--- src/rtl/riscv_pkg.sv ---
`default_nettype none
// ------------------------------------------------------------------
// riscv_pkg: shared widths, NOP encoding and the fetch-queue entry.
// Rev 1.0
// ------------------------------------------------------------------
package riscv_pkg;
  localparam int XLEN = 32;
  localparam int INSTR_W = 32;
  localparam logic [INSTR_W-1:0] NOP_INSTR = 32'h0000_0013;

  typedef struct packed {
    logic [XLEN-1:0]    pc;
    logic [INSTR_W-1:0] instr;
  } fetch_entry_t;
endpackage
`default_nettype wire

--- src/rtl/fetch_unit_if.sv ---
`default_nettype none
// ------------------------------------------------------------------
// fetch_unit_if: imem request/response, redirect and decode handshake.
// Rev 1.0
// ------------------------------------------------------------------
interface fetch_unit_if #(
  parameter int XLEN = 32
);
  logic                            imem_req_valid;
  logic [XLEN-1:0]                 imem_req_addr;
  logic                            imem_req_ready;
  logic                            imem_rsp_valid;
  logic [riscv_pkg::INSTR_W-1:0]   imem_rsp_instr;
  logic                            redirect_valid;
  logic [XLEN-1:0]                 redirect_pc;
  logic                            id_valid;
  logic [riscv_pkg::INSTR_W-1:0]   id_instr;
  logic [XLEN-1:0]                 id_pc;
  logic                            id_ready;

  modport master (
    output imem_req_valid, imem_req_addr, id_valid, id_instr, id_pc,
    input  imem_req_ready, imem_rsp_valid, imem_rsp_instr,
           redirect_valid, redirect_pc, id_ready
  );

  modport slave (
    input  imem_req_valid, imem_req_addr, id_valid, id_instr, id_pc,
    output imem_req_ready, imem_rsp_valid, imem_rsp_instr,
           redirect_valid, redirect_pc, id_ready
  );
endinterface
`default_nettype wire

--- src/rtl/fetch_unit_sync_fifo.sv ---
`default_nettype none
// ------------------------------------------------------------------
// sync_fifo: single-clock FIFO with flush, occupancy count and pop-while-full.
// Rev 1.0
// ------------------------------------------------------------------
module sync_fifo #(
  parameter type T     = logic [7:0],
  parameter int  DEPTH = 4,
  localparam int AW    = $clog2(DEPTH),
  localparam int CW    = AW + 1
) (
  input  logic          clk,
  input  logic          rst,
  input  logic          flush,
  input  logic          push,
  input  T              push_data,
  input  logic          pop,
  output T              pop_data,
  output logic [CW-1:0] count,
  output logic          empty,
  output logic          full
);
  T              mem_q [DEPTH];
  T              mem_d [DEPTH];
  logic [AW-1:0] wr_ptr_q, wr_ptr_d;
  logic [AW-1:0] rd_ptr_q, rd_ptr_d;
  logic [CW-1:0] count_q, count_d;
  logic          do_push;
  logic          do_pop;

  assign empty    = (count_q == '0);
  assign full     = (count_q == CW'(DEPTH));
  assign count    = count_q;
  assign pop_data = mem_q[rd_ptr_q];

  // A pop in the same cycle frees the slot a full-FIFO push needs.
  assign do_pop  = pop & ~empty;
  assign do_push = push & (~full | do_pop);

  always_comb begin
    mem_d    = mem_q;
    wr_ptr_d = wr_ptr_q;
    rd_ptr_d = rd_ptr_q;
    count_d  = count_q;
    if (flush) begin
      wr_ptr_d = '0;
      rd_ptr_d = '0;
      count_d  = '0;
    end else begin
      if (do_push) begin
        mem_d[wr_ptr_q] = push_data;
        wr_ptr_d        = wr_ptr_q + AW'(1);
      end
      if (do_pop) begin
        rd_ptr_d = rd_ptr_q + AW'(1);
      end
      count_d = count_q + CW'(do_push) - CW'(do_pop);
    end
  end

  always_ff @(posedge clk) begin
    if (rst) begin
      wr_ptr_q <= '0;
      rd_ptr_q <= '0;
      count_q  <= '0;
    end else begin
      wr_ptr_q <= wr_ptr_d;
      rd_ptr_q <= rd_ptr_d;
      count_q  <= count_d;
    end
  end

  always_ff @(posedge clk) begin
    mem_q <= mem_d;
  end
endmodule
`default_nettype wire

--- src/rtl/fetch_unit.sv ---
`default_nettype none
// ------------------------------------------------------------------
// fetch_unit: PC owner, in-order imem fetch, {pc,instr} queue toward decode.
// Rev 1.0
// ------------------------------------------------------------------
module fetch_unit #(
  parameter int              XLEN     = riscv_pkg::XLEN,
  parameter logic [XLEN-1:0] RESET_PC = '0,
  parameter int              FQ_DEPTH = 4
) (
  input  logic         clk,
  input  logic         rst,
  fetch_unit_if.master bus
);
  import riscv_pkg::*;

  localparam int             CW      = $clog2(FQ_DEPTH) + 1;
  localparam logic [CW:0]    DEPTH_C = (CW + 1)'(FQ_DEPTH);

  logic [XLEN-1:0] pc_q, pc_d;
  logic [CW-1:0]   drop_cnt_q, drop_cnt_d;

  logic [CW-1:0]   if_count;
  logic            if_empty;
  logic            if_full;
  logic [XLEN-1:0] if_pc;
  logic [CW-1:0]   fq_count;
  logic            fq_empty;
  logic            fq_full;
  fetch_entry_t    fq_head;
  fetch_entry_t    fq_push_data;

  logic [CW:0]     outstanding;
  logic            credit_ok;
  logic            req_fire;
  logic            rsp_fire;
  logic            fq_push;
  logic            fq_pop;

  // Credit counts every outstanding fetch, stale ones included, so the
  // in-flight PC FIFO can never overflow across repeated redirects.
  assign outstanding = {1'b0, if_count} + {1'b0, fq_count};
  assign credit_ok   = (outstanding < DEPTH_C);

  assign bus.imem_req_valid = ~rst & ~bus.redirect_valid & credit_ok;
  assign bus.imem_req_addr  = pc_q;
  assign req_fire           = bus.imem_req_valid & bus.imem_req_ready;

  assign rsp_fire     = bus.imem_rsp_valid & ~if_empty;
  assign fq_push      = rsp_fire & ~bus.redirect_valid & (drop_cnt_q == '0);
  assign fq_push_data = '{pc: if_pc, instr: bus.imem_rsp_instr};

  assign bus.id_valid = ~fq_empty & ~bus.redirect_valid;
  assign bus.id_instr = fq_empty ? NOP_INSTR : fq_head.instr;
  assign bus.id_pc    = fq_empty ? pc_q : fq_head.pc;
  assign fq_pop       = bus.id_valid & bus.id_ready;

  always_comb begin
    pc_d       = pc_q;
    drop_cnt_d = drop_cnt_q;
    if (bus.redirect_valid) begin
      pc_d       = bus.redirect_pc & ~XLEN'(3);
      drop_cnt_d = if_count - CW'(rsp_fire);
    end else begin
      if (req_fire) begin
        pc_d = pc_q + XLEN'(4);
      end
      if (rsp_fire && (drop_cnt_q != '0)) begin
        drop_cnt_d = drop_cnt_q - CW'(1);
      end
    end
  end

  always_ff @(posedge clk) begin
    if (rst) begin
      pc_q       <= RESET_PC;
      drop_cnt_q <= '0;
    end else begin
      pc_q       <= pc_d;
      drop_cnt_q <= drop_cnt_d;
    end
  end

  sync_fifo #(
    .T     (logic [XLEN-1:0]),
    .DEPTH (FQ_DEPTH)
  ) u_inflight_fifo (
    .clk       (clk),
    .rst       (rst),
    .flush     (1'b0),
    .push      (req_fire),
    .push_data (pc_q),
    .pop       (rsp_fire),
    .pop_data  (if_pc),
    .count     (if_count),
    .empty     (if_empty),
    .full      (if_full)
  );

  sync_fifo #(
    .T     (fetch_entry_t),
    .DEPTH (FQ_DEPTH)
  ) u_fetch_queue (
    .clk       (clk),
    .rst       (rst),
    .flush     (bus.redirect_valid),
    .push      (fq_push),
    .push_data (fq_push_data),
    .pop       (fq_pop),
    .pop_data  (fq_head),
    .count     (fq_count),
    .empty     (fq_empty),
    .full      (fq_full)
  );

  a_no_orphan_rsp: assert property (@(posedge clk) disable iff (rst)
    bus.imem_rsp_valid |-> !if_empty);
  a_inflight_no_overflow: assert property (@(posedge clk) disable iff (rst)
    req_fire |-> !if_full);
  a_queue_no_overflow: assert property (@(posedge clk) disable iff (rst)
    fq_push |-> (!fq_full || fq_pop));
endmodule
`default_nettype wire

--- src/flat_wrapper.sv ---
// flat-port wrapper written by rule: the top's interface ports become plain ports
module fetch_unit_flat import riscv_pkg::*;
#(
  parameter int              XLEN     = riscv_pkg::XLEN,
  parameter logic [XLEN-1:0] RESET_PC = '0,
  parameter int              FQ_DEPTH = 4
)
  (clk, rst, bus_imem_req_valid, bus_imem_req_addr, bus_id_valid, bus_id_instr, bus_id_pc, bus_imem_req_ready, bus_imem_rsp_valid, bus_imem_rsp_instr, bus_redirect_valid, bus_redirect_pc, bus_id_ready);
  fetch_unit_if #(.XLEN(XLEN)) bus_i ();
  input  logic clk;
  input  logic rst;
  output wire logic [$bits(bus_i.imem_req_valid)-1:0] bus_imem_req_valid;
  output wire logic [$bits(bus_i.imem_req_addr)-1:0] bus_imem_req_addr;
  output wire logic [$bits(bus_i.id_valid)-1:0] bus_id_valid;
  output wire logic [$bits(bus_i.id_instr)-1:0] bus_id_instr;
  output wire logic [$bits(bus_i.id_pc)-1:0] bus_id_pc;
  input wire logic [$bits(bus_i.imem_req_ready)-1:0] bus_imem_req_ready;
  input wire logic [$bits(bus_i.imem_rsp_valid)-1:0] bus_imem_rsp_valid;
  input wire logic [$bits(bus_i.imem_rsp_instr)-1:0] bus_imem_rsp_instr;
  input wire logic [$bits(bus_i.redirect_valid)-1:0] bus_redirect_valid;
  input wire logic [$bits(bus_i.redirect_pc)-1:0] bus_redirect_pc;
  input wire logic [$bits(bus_i.id_ready)-1:0] bus_id_ready;
  assign bus_imem_req_valid = bus_i.imem_req_valid;
  assign bus_imem_req_addr = bus_i.imem_req_addr;
  assign bus_id_valid = bus_i.id_valid;
  assign bus_id_instr = bus_i.id_instr;
  assign bus_id_pc = bus_i.id_pc;
  assign bus_i.imem_req_ready = bus_imem_req_ready;
  assign bus_i.imem_rsp_valid = bus_imem_rsp_valid;
  assign bus_i.imem_rsp_instr = bus_imem_rsp_instr;
  assign bus_i.redirect_valid = bus_redirect_valid;
  assign bus_i.redirect_pc = bus_redirect_pc;
  assign bus_i.id_ready = bus_id_ready;
  fetch_unit #(.XLEN(XLEN), .RESET_PC(RESET_PC), .FQ_DEPTH(FQ_DEPTH)) u_core (.clk(clk), .rst(rst), .bus(bus_i));
endmodule
--- config.mk ---
export PLATFORM = sky130hd
export DESIGN_NAME = fetch_unit_flat
export DESIGN_NICKNAME = d
export VERILOG_FILES = /design/src/rtl/riscv_pkg.sv /design/src/rtl/fetch_unit_if.sv /design/src/rtl/fetch_unit_sync_fifo.sv /design/src/rtl/fetch_unit.sv /design/src/flat_wrapper.sv
export SDC_FILE = /design/constraint.sdc
export NUM_CORES = 1
export LEC_CHECK = 0
export CAP_MARGIN = 20
export CORE_ASPECT_RATIO = 1.2
export CORE_MARGIN = 4
export CORE_UTILIZATION = 53
export CTS_BUF_LIST = sky130_fd_sc_hd__clkbuf_4 sky130_fd_sc_hd__clkbuf_8
export DETAILED_ROUTE_END_ITERATION = 8
export PLACE_DENSITY = 0.78
export SLEW_MARGIN = 5
export SYNTH_ARGS = -nofsm -noshare
export SYNTH_HDL_FRONTEND = slang
export SYNTH_SLANG_ARGS = --single-unit
--- constraint.sdc ---
create_clock -name clk -period 3.59 [get_ports clk]
set_input_delay 0.718 -clock clk [delete_from_list [all_inputs] [get_ports clk]]
set_output_delay 0.718 -clock clk [all_outputs]
set_load 0.01 [all_outputs]
==> run metrics, run 1 <==
share of cells above drive strength 1 21.6%; Critical Path Start u_core.u_fetch_queue.count[1]$_SDFF_PP0_; Max Cap Viol 0; Syn Inst Count 987; Clock Skew 0.0330 ns; maximum vdd drop 0.364 mV; CTS tree yes; Slew @ Worst Pin 0.965 ns; initial antenna violation count 0; r2r endpoint u_core.u_inflight_fifo.count[2]$_SDFF_PP0_; Psw 2.65 mW; TritonRoute pass-1 iters 5; CTS Buffer Depth 3; antenna viol nets, final 0; multi-input logic area 0.00467 sq mm; Finished Core Util 65.4%; critical path class flop to output port; RSZ-0062 raised after global routing false; Vias 9702; Syn-to-layout area delta 21.3%; row count 71; count of final setup violators 0; Max Slew Vio Count 0; core area 0.0315 sq mm; Buf/Inv on CP 1; io pins 168; CP delay by family, top simple AND/OR/NAND/NOR gates; Sink Count 415; pwr dens 539 mW/mm^2; worst reg2reg path depth 10; Total Wirelength 37400 um; post-cts sizing count 0; r2r startpoint u_core.u_inflight_fifo.count[2]$_SDFF_PP0_; clock buffer count from CTS 61; Lkg Pwr 6.76 nW; gr usage total 21.5%; Worst-Skew Late Latency 0.62 ns; Seq pwr share 52.3%; slowest cell delay on critical path 0.58 ns; critical-path cell list ha_1, and3_1, nor3_1, clkdlybuf4s50_1; dominant synthesized flop cell edfxtp_1; vias in the first global route 9842; status finished clean; power share of the clock group 34.6%; Worst Path Max Fanout 11; post-detail-place hpwl 23400 um; Critical Path RT 2.87 ns; fin nets 1288; DRC viols 0; Synth async-reset ratio 0%; area taken by flip-flops and latches 0.0120 sq mm; per-cell routed wire length 22.7 um; antenna cells 0; Period Utilization, post-route 94.0%; crit start category flop; final hold violations 0; worst min path class flop to flop; total die area 0.0350 sq mm; first-pass GRT wire length 57000 um; switch share 23.8%; H-tree levels 2; Filler cells 2139; post-DR vias/cell 5.88; Root Buffer clkbuf_8; CP Depth 4; DIE HEIGHT 204 um; crit end category output port; Worst Path Arrival 2.66 ns; number of synthesized flops with an enable pin 368; port bufs 161; maximum clock rate 0.296 GHz; Synth Cell Area 0.0170 sq mm; critical path's slowest cell clkdlybuf4s50_1; clock-pin slew on the worst setup and hold paths 0.06 ns; grt total ovfl 0; Synth Area per Inst 17.2 sq um; register area share after synthesis 70.5%; largest net degree at the start of global routing 65; Tmin final 3.38 ns; reg2reg setup slack 0.68 ns; Pint 8.49 mW; crit path to bus_imem_req_valid; Iter 0 DRT Violations 909; chip width 172 um; Initial Util 53.9%; power share of the combinational group 13.1%; #FFs+latches synth 415; Total Negative Setup Slacks 0 ns; GP Congestion 0.804; Netlist cell types 69; yosys warns 0; Slew headroom 35.7%
per-layer routing:
metal,vias up,routed length [um],track usage [%]
met4,0,1100,7.27
li1,4331,-,-
met2,444,18700,35.3
met5,-,0,0
met3,76,2800,4.02
met1,4851,14800,29.2
power by group through the flow:
stage / Clock [mW] / Combinational, mW / Sequential [mW]
6_report: 3.85 / 1.46 / 5.83
5_1_grt: 4.17 / 1.59 / 5.85
4_1_cts: 3.94 / 1.47 / 5.83
3_5_place_dp: 0 / 1.46 / 5.93
3_3_place_gp: 0 / 1.41 / 5.91
2_1_floorplan: 0 / 0.965 / 5.79
registers in the layout, summed over array words and instances (netlist names):
| name | count |
|---|---|
| u_core.u_fetch_queue.mem_q | 248 |
| u_core.u_inflight_fifo.mem_q | 120 |
| u_core.bus.imem_req_addr | 30 |
| u_core.drop_cnt_q | 3 |
| u_core.u_fetch_queue.count | 3 |
| u_core.u_inflight_fifo.count | 3 |
| u_core.u_fetch_queue.rd_ptr_q | 2 |
| u_core.u_fetch_queue.wr_ptr_q | 2 |
| u_core.u_inflight_fifo.rd_ptr_q | 2 |
| u_core.u_inflight_fifo.wr_ptr_q | 2 |
worst min-delay path by stage:
stage                                                    start                                         endpoint  slack, ns  cells past startpoint
2_1_floorplan  u_core.u_inflight_fifo.wr_ptr_q[1]$_SDFFE_PP0P_  u_core.u_inflight_fifo.wr_ptr_q[1]$_SDFFE_PP0P_       0.51                      2
3_3_place_gp     u_core.u_fetch_queue.wr_ptr_q[1]$_SDFFE_PP0P_    u_core.u_fetch_queue.wr_ptr_q[1]$_SDFFE_PP0P_       0.53                      2
3_5_place_dp                 u_core.drop_cnt_q[2]$_SDFFE_PP0P_                u_core.drop_cnt_q[2]$_SDFFE_PP0P_       0.56                      2
4_1_cts                      u_core.drop_cnt_q[2]$_SDFFE_PP0P_                u_core.drop_cnt_q[2]$_SDFFE_PP0P_       0.57                      2
5_1_grt          u_core.u_fetch_queue.wr_ptr_q[1]$_SDFFE_PP0P_    u_core.u_fetch_queue.wr_ptr_q[1]$_SDFFE_PP0P_       0.61                      2
6_report                     u_core.drop_cnt_q[2]$_SDFFE_PP0P_                u_core.drop_cnt_q[2]$_SDFFE_PP0P_       0.58                      2
cell usage in the layout (no fill, tap or decap), types with 15 or more instances in the layout:
cell / instances
and2_1: 40
buf_12: 15
buf_4: 26
clkbuf_4: 20
clkbuf_8: 71
clkdlybuf4s50_1: 161
clkinv_1: 15
dfxtp_1: 43
edfxtp_1: 368
ha_1: 19
inv_1: 21
mux4_2: 92
nand2_1: 113
nand3_1: 15
nand4_1: 15
nor2_1: 35
synth_stat cells (5+ instances only):
| cell type | number | area (sq um) |
|---|---|---|
| a211oi_1 | 8 | 60.1 |
| a21oi_1 | 8 | 40.0 |
| a311oi_1 | 6 | 52.6 |
| a31oi_1 | 11 | 68.8 |
| and2_1 | 44 | 275 |
| buf_1 | 6 | 22.5 |
| buf_2 | 16 | 80.1 |
| clkbuf_1 | 27 | 101 |
| dfxtp_1 | 47 | 941 |
| edfxtp_1 | 368 | 11100 |
| ha_1 | 19 | 238 |
| inv_1 | 21 | 78.8 |
| mux4_2 | 92 | 2070 |
| nand2_1 | 113 | 424 |
| nand2b_1 | 5 | 31.3 |
| nand3_1 | 15 | 75.1 |
| nand4_1 | 15 | 93.8 |
| nor2_1 | 35 | 131 |
| nor2b_1 | 5 | 31.3 |
| nor3_1 | 6 | 30.0 |
| o21ai_0 | 7 | 35.0 |
| o311ai_0 | 7 | 61.3 |
| xnor2_1 | 11 | 96.3 |
| xor2_1 | 7 | 61.3 |
stage by stage:
stage	std cells	hold slack [ns]	setup slack, ns	instance area, sq um	power [mW]
2_1_floorplan	990	0.514	0.180	17000	6.76
3_3_place_gp	1532	0.531	0.345	19300	7.32
3_5_place_dp	1532	0.563	0.321	19300	7.39
4_1_cts	1646	0.575	0.0176	20600	11.2
5_1_grt	1649	0.609	0.0580	20600	11.6
6_report	1649	0.580	0.214	20600	11.1
cell families (layout without fill, tap and decap cells):
group / count (synthesis) / after routing / synth area share (%)
adder cells (fa/ha/maj): 21 / 21 / 1.63
XOR/XNOR: 18 / 18 / 0.927
AND/OR/NAND/NOR: 285 / 285 / 9.10
AO/OA/AOI/OAI: 74 / 74 / 3.35
other: 1 / 4 / 0.0220
flip-flops: 415 / 415 / 70.5
multiplexers: 94 / 94 / 12.3
buffers and inverters: 79 / 337 / 2.18
repair_timing:
action / in CTS / in global routing
setup endpoints to repair: 0 / 4
hold endpoints to repair: 0 / 0
hold buffers: 0 / 0
buffers inserted: 0 / 3
worst register-to-register path: stages, from the launching register on:
cell     delay [ns]
dfxtp_1        0.47
ha_1           0.32
or4b_1         0.58
nor4_4         0.25
inv_1          0.07
ha_1           0.27
inv_1          0.04
ha_1           0.19
fa_1           0.38
xnor2_1        0.16
nor2_1         0.05
layout make-up:
class | instances | share of cell area, %
clock buffers | 91 | 5.46
clock inverters | 23 | 0.734
inverters | 21 | 0.382
multi-input cells | 496 | 22.6
flip-flops and latches | 415 | 58.1
well taps | 401 | 2.43
repair buffers | 202 | 10.2
(Power assumes the default switching activity.)
==> run 2: changes to the inputs <==
Settings changed: CORE_MARGIN 4 to not set, CORE_UTILIZATION 53 to 54, PLACE_DENSITY 0.78 to 0.79, SYNTH_HIERARCHICAL set to 1.
==> run metrics, run 2 <==
fin area 0.0212 sq mm (+2.7%); row count 71 (unchanged); worst min path class flop to flop; Max Slew Vio Count 0 (unchanged); fin nets 1262 (-2.0%); Syn Inst Count 931 (-5.7%); HP Start u_core/u_inflight_fifo/wr_ptr_q[1]$_SDFFE_PP0P_; worst reg2reg path depth 12 (+2); Filler cells 2093 (-2.2%); slowest cell delay on critical path 0.49 ns (-0.09 ns); Sink Count 431 (+3.9%); status finished with violations; pwr dens 465 mW/mm^2 (-14%); final cell count without fillers 1622 (-1.6%); Initial Util 55.3% (+1.3 points); reg2reg setup slack 0.29 ns (-0.39 ns); maximum vdd drop 0.287 mV (-21%); Clock Skew 0.0254 ns (-0.00761 ns); Psw 2.03 mW (-23%); first-pass GRT wire length 56100 um (-1.7%); hold slack 0.500 ns (-0.0799 ns); power share of the combinational group 3.9% (-9.2 points); H-tree levels 3 (+1); TritonRoute pass-1 iters 9 (+4); Tmin final 3.46 ns (+0.0796 ns); Synth Cell Area 0.0175 sq mm (+2.8%); share of cells above drive strength 1 25.4% (+3.8 points); violated checks design-rule violations; Critical Path Start u_core/u_fetch_queue/count[1]$_SDFF_PP0_; r2r startpoint u_core/u_fetch_queue/count[1]$_SDFF_PP0_; crit start category flop; post-DR vias/cell 5.88 (about the same); Iter 0 DRT Violations 925 (+1.8%); post-detail-place hpwl 22000 um (-6.0%); Slew @ Worst Pin 0.878 ns (-0.0867 ns); Total Wirelength 36100 um (-3.5%); vias in the first global route 9972 (+1.3%); DP Cell Count 1502 (-2.0%); Lkg Pwr 6.90 nW (+2.1%); RSZ-0062 raised after global routing false; critical path class flop to output port; CTS tree yes; Max Cap Viol 0 (unchanged); port bufs 163 (+1.2%); switch share 20.6% (-3.2 points); antenna cells 0 (unchanged); Period Utilization, post-route 96.3% (+2.2 points); CTS Buffer Depth 3 (unchanged); r2r endpoint u_core/u_fetch_queue/count[2]$_SDFF_PP0_; Root Buffer clkbuf_8; power share of the clock group 39.9% (+5.3 points); count of final setup violators 0 (unchanged); Cell Area, Placed 0.0199 sq mm (+2.9%); chip width 166 um (-3.1%); antenna viol nets, final 0 (unchanged); clock buffer count from CTS 66 (+8.2%); grt total ovfl 0 (unchanged); most frequent cells in the layout edfxtp_1, clkdlybuf4s50_1, mux4_2, clkbuf_8, dfxtp_1; yosys warns 6 (+6); Synth Area per Inst 18.8 sq um (+9.0%); hold depth 2 (unchanged); maximum clock rate 0.289 GHz (-2.3%); core area 0.0316 sq mm (+0.28%); total die area 0.0331 sq mm (-5.5%); Critical Path RT 2.87 ns (about the same); critical path's slowest cell clkdlybuf4s50_1; Slew headroom 41.3% (+5.6 points); Pint 7.82 mW (-7.8%); Largest register FFs 256 (+3.2%); hold buffers post-CTS 0 (unchanged); Syn-to-layout area delta 21.2% (about the same); per-cell routed wire length 22.2 um (-1.8%); gr usage total 22.7% (+1.2 points); final hold violations 0 (unchanged); Worst Path Arrival 2.74 ns (+0.08 ns); initial antenna violation count 0 (unchanged); io pins 168 (unchanged); clock-pin slew on the worst setup and hold paths 0.06 ns (about the same); most common cell after layout, fill and taps aside edfxtp_1; Worst Path Max Fanout 65 (+54); largest net degree at the start of global routing 66 (+1.5%); Vias 9545 (-1.6%); crit end category output port; critical-path cell list nor3_2, buf_12, mux2_2, clkdlybuf4s50_1; DRC viols 18 (+18); Seq pwr share 56.1% (+3.8 points); Reg with most FFs u_core/u_fetch_queue/mem_q; DIE HEIGHT 199 um (-2.5%); Finished Core Util 67.0% (+1.6 points); Hold Crit Endpoint u_core/u_inflight_fifo/wr_ptr_q[1]$_SDFFE_PP0P_; GP Congestion 0.794 (-1.2%); Worst-Skew Late Latency 0.58 ns (-0.04 ns)
[run 2: repair_timing]
item,4_1_cts,5_1_grt
setup endpoints to repair,1,0
setup buffers,2,0
resized for setup,0,0
[run 2: cell type report]
cell class,count,area (sq um),share of cell area (%)
well taps,401,502,2.37
clock buffers,91,1100,5.20
repair buffers,209,2100,9.89
flip-flops and latches,431,12500,58.9
clock inverters,27,188,0.886
multi-input cells,439,4730,22.3
inverters,24,95.1,0.449
[run 2: routing by layer]
layer / track usage (%) / vias to the layer above / wire (um)
li1: - / 4225 / -
met1: 29.4 / 4820 / 14400
met5: 0 / - / 0
met4: 7.78 / 0 / 830
met2: 38.4 / 432 / 17900
met3: 5.07 / 68 / 2880
[run 2: worst max-delay path, delay by kind of cell (launching register included)]
family                 cells  cell delay (ns)
buffers and inverters      2             0.87
flip-flops                 1             0.42
AND/OR/NAND/NOR            1             0.39
multiplexers               1             0.39
[run 2: how the worst max path moves through the flow]
stage / to / slack (ns) / cells past startpoint
2_1_floorplan: u_core/u_inflight_fifo/mem_q[0]$_DFFE_PP_ / -0.16 / 7
3_3_place_gp: u_core/u_fetch_queue/count[2]$_SDFF_PP0_ / 0.13 / 11
3_5_place_dp: u_core/u_fetch_queue/count[2]$_SDFF_PP0_ / 0.09 / 11
4_1_cts: bus_id_pc[28] / 0.09 / 4
5_1_grt: bus_id_pc[31] / 0.02 / 4
6_report: bus_id_pc[27] / 0.13 / 4
[run 2: power by group through the flow]
stage	Combinational, mW	Clock, mW	Sequential [mW]
4_1_cts	0.388	4.03	5.53
3_3_place_gp	0.378	0	5.63
3_5_place_dp	0.386	0	5.64
5_1_grt	0.417	4.25	5.53
6_report	0.388	3.93	5.53
2_1_floorplan	0.134	0	5.63
[run 2: metrics by stage]
step / worst slack [ns] / TNS, ns / total power [mW]
after global routing: 0.0165 / 0 / 10.2
after global placement: 0.131 / 0 / 6.01
after detailed placement: 0.0893 / 0 / 6.02
final: 0.134 / 0 / 9.85
after floorplan: -0.161 / -30.62 / 5.77
after CTS: 0.0902 / 0 / 9.95
==> run 3: changes to the inputs <==
Settings changed: CORE_UTILIZATION 54 to 56, PLACE_DENSITY 0.79 to 0.78, SLEW_MARGIN 5 to 15.
Clock period 3.59 ns to 4.1 ns, I/O delays scaled along.
==> run metrics, run 3 (synthesis gave the netlist of run 2 again) <==
Finished Core Util 69.0% (+2.0 points); CP delay by family, top buffers and inverters; r2r endpoint u_core/u_inflight_fifo/count[2]$_SDFF_PP0_; final cell count without fillers 1604 (-1.1%); Root Buffer clkbuf_8; gr usage total 22.8% (+0.081 points); count of final setup violators 0 (unchanged); status finished clean; DIE HEIGHT 196 um (-1.8%); Total Wirelength 35300 um (-2.3%); Vias 9505 (-0.42%); post-DR vias/cell 5.93 (+0.70%); io pins 168 (unchanged); total power 8.64 mW (-12%); Worst Path Arrival 2.84 ns (+0.10 ns); core area 0.0306 sq mm (-3.3%); maximum clock rate 0.273 GHz; Sink Count 431 (unchanged); Buf/Inv on CP 2 (unchanged); final hold violations 0 (unchanged); hold buffers post-CTS 0 (unchanged); grt total ovfl 0 (unchanged); clock-pin slew on the worst setup and hold paths 0.06 ns (about the same); switch share 20.5% (-0.14 points); Seq pwr share 56.2% (about the same); chip width 163 um (-1.8%); per-cell routed wire length 22.0 um (-1.2%); post-detail-place hpwl 22200 um (+0.91%); Reg with most FFs u_core/u_fetch_queue/mem_q; Max Slew Vio Count 0 (unchanged); RSZ-0062 raised after global routing false; most common cell after layout, fill and taps aside edfxtp_1; vias in the first global route 9749 (-2.2%); Tmin final 3.66 ns; crit path to bus_id_pc[25]; DP Cell Count 1489 (-0.87%); antenna viol nets, final 0 (unchanged); maximum vdd drop 0.339 mV (+18%); Worst Path Max Fanout 67 (+3.1%); Iter 0 DRT Violations 638 (-31%); Slew @ Worst Pin 1.00 ns (+0.122 ns); share of cells above drive strength 1 24.6% (-0.78 points); Psw 1.77 mW (-13%); fin nets 1252 (-0.79%); multi-input logic area 0.00470 sq mm (-0.63%); worst min path class flop to flop; DRC viols 0 (-18); Clock Skew 0.0377 ns (+0.0123 ns); r2r startpoint u_core/u_inflight_fifo/count[1]$_SDFF_PP0_; GP Congestion 0.796 (+0.15%); critical path's slowest cell mux4_2; CP Depth 4 (unchanged); Initial Util 57.2% (+1.9 points); initial antenna violation count 1 (+1); most frequent cells in the layout edfxtp_1, clkdlybuf4s50_1, mux4_2, clkbuf_8, dfxtp_1; CTS tree yes; crit end category output port; Slew headroom 33.3% (-8.0 points); row count 70 (-1.4%); Filler cells 1892 (-9.6%); slowest cell delay on critical path 0.64 ns (+0.15 ns); crit start category flop; area taken by flip-flops and latches 0.0125 sq mm (unchanged); Lkg Pwr 6.82 nW (-1.1%); clock buffer count from CTS 66 (unchanged); critical-path cell list buf_12, mux4_2, mux2_2, clkdlybuf4s50_1; Syn-to-layout area delta 20.6%; post-cts sizing count 0 (unchanged); critical path class flop to output port; Total Negative Setup Slacks 0 ns (unchanged); Largest register FFs 256 (unchanged); Critical Path RT 3.28 ns (+0.41 ns); reg2reg setup slack 1.08 ns (+0.79 ns); setup ws final 0.439 ns (+0.305 ns); Pint 6.87 mW (-12%); Max Cap Viol 0 (unchanged); TritonRoute pass-1 iters 5 (-4); worst reg2reg path depth 13 (+1); Worst-Skew Late Latency 0.61 ns (+0.03 ns); power share of the combinational group 3.7% (-0.2 points); H-tree levels 3 (unchanged); Critical Path Start u_core/u_fetch_queue/rd_ptr_q[0]$_SDFFE_PP0P_; pwr dens 409 mW/mm^2 (-12%); power share of the clock group 40.1% (+0.2 points); CTS Buffer Depth 3 (unchanged); port bufs 163 (unchanged); Post-Place Worst Slack 0.401 ns (+0.312 ns); Period Utilization, post-route 89.3%; total die area 0.0319 sq mm (-3.5%); first-pass GRT wire length 54000 um (-3.6%); postcts setup bufs 0 (-2); largest net degree at the start of global routing 68 (+3.0%)
run 3: through the flow:
| step | hold WS, ns | instance area (sq um) |
|---|---|---|
| CTS | 0.509 | 21100 |
| global placement | 0.487 | 19800 |
| global route | 0.538 | 21100 |
| finish | 0.506 | 21100 |
| floorplan | 0.471 | 17600 |
| detailed placement | 0.501 | 19800 |
run 3: worst min-delay path, cell delays in order, from the launching register on:
cell and delay [ns]:
dfxtp_1 0.34, nand2_1 0.06, mux2i_1 0.06
run 3: power groups by stage:
| stage | registers, mW | clock network, mW | logic [mW] |
|---|---|---|---|
| floorplan | 4.93 | 0 | 0.117 |
| global placement | 4.94 | 0 | 0.313 |
| detailed placement | 4.94 | 0 | 0.320 |
| CTS | 4.85 | 3.53 | 0.322 |
| global route | 4.85 | 3.72 | 0.344 |
| finish | 4.85 | 3.46 | 0.321 |
run 3: how the worst min path moves through the flow:
stage / startpoint / to / slack [ns] / cells after the start
6_report: u_core/u_fetch_queue/wr_ptr_q[1]$_SDFFE_PP0P_ / u_core/u_fetch_queue/wr_ptr_q[1]$_SDFFE_PP0P_ / 0.51 / 2
5_1_grt: u_core/u_inflight_fifo/wr_ptr_q[1]$_SDFFE_PP0P_ / u_core/u_inflight_fifo/wr_ptr_q[1]$_SDFFE_PP0P_ / 0.54 / 2
4_1_cts: u_core/u_inflight_fifo/wr_ptr_q[1]$_SDFFE_PP0P_ / u_core/u_inflight_fifo/wr_ptr_q[1]$_SDFFE_PP0P_ / 0.51 / 2
3_5_place_dp: u_core/u_inflight_fifo/wr_ptr_q[1]$_SDFFE_PP0P_ / u_core/u_inflight_fifo/wr_ptr_q[1]$_SDFFE_PP0P_ / 0.50 / 2
3_3_place_gp: u_core/u_inflight_fifo/wr_ptr_q[1]$_SDFFE_PP0P_ / u_core/u_inflight_fifo/wr_ptr_q[1]$_SDFFE_PP0P_ / 0.49 / 2
2_1_floorplan: u_core/u_fetch_queue/wr_ptr_q[1]$_SDFFE_PP0P_ / u_core/u_fetch_queue/wr_ptr_q[1]$_SDFFE_PP0P_ / 0.47 / 2
run 3: layout make-up:
type | count | area share [%]
clock buffers | 94 | 5.54
clock inverters | 20 | 0.617
inverters | 24 | 0.451
well taps | 396 | 2.35
diodes | 1 | 0.0119
repair buffers | 199 | 9.59
flip-flops and latches | 431 | 59.2
multi-input cells | 439 | 22.3
run 3: per-layer routing:
layer,up-vias,routed length (um),global-route usage [%]
met5,-,0,0
met4,0,809,8.62
met2,428,17800,38.0
met3,72,2540,4.99
met1,4800,14100,29.3
li1,4205,-,-
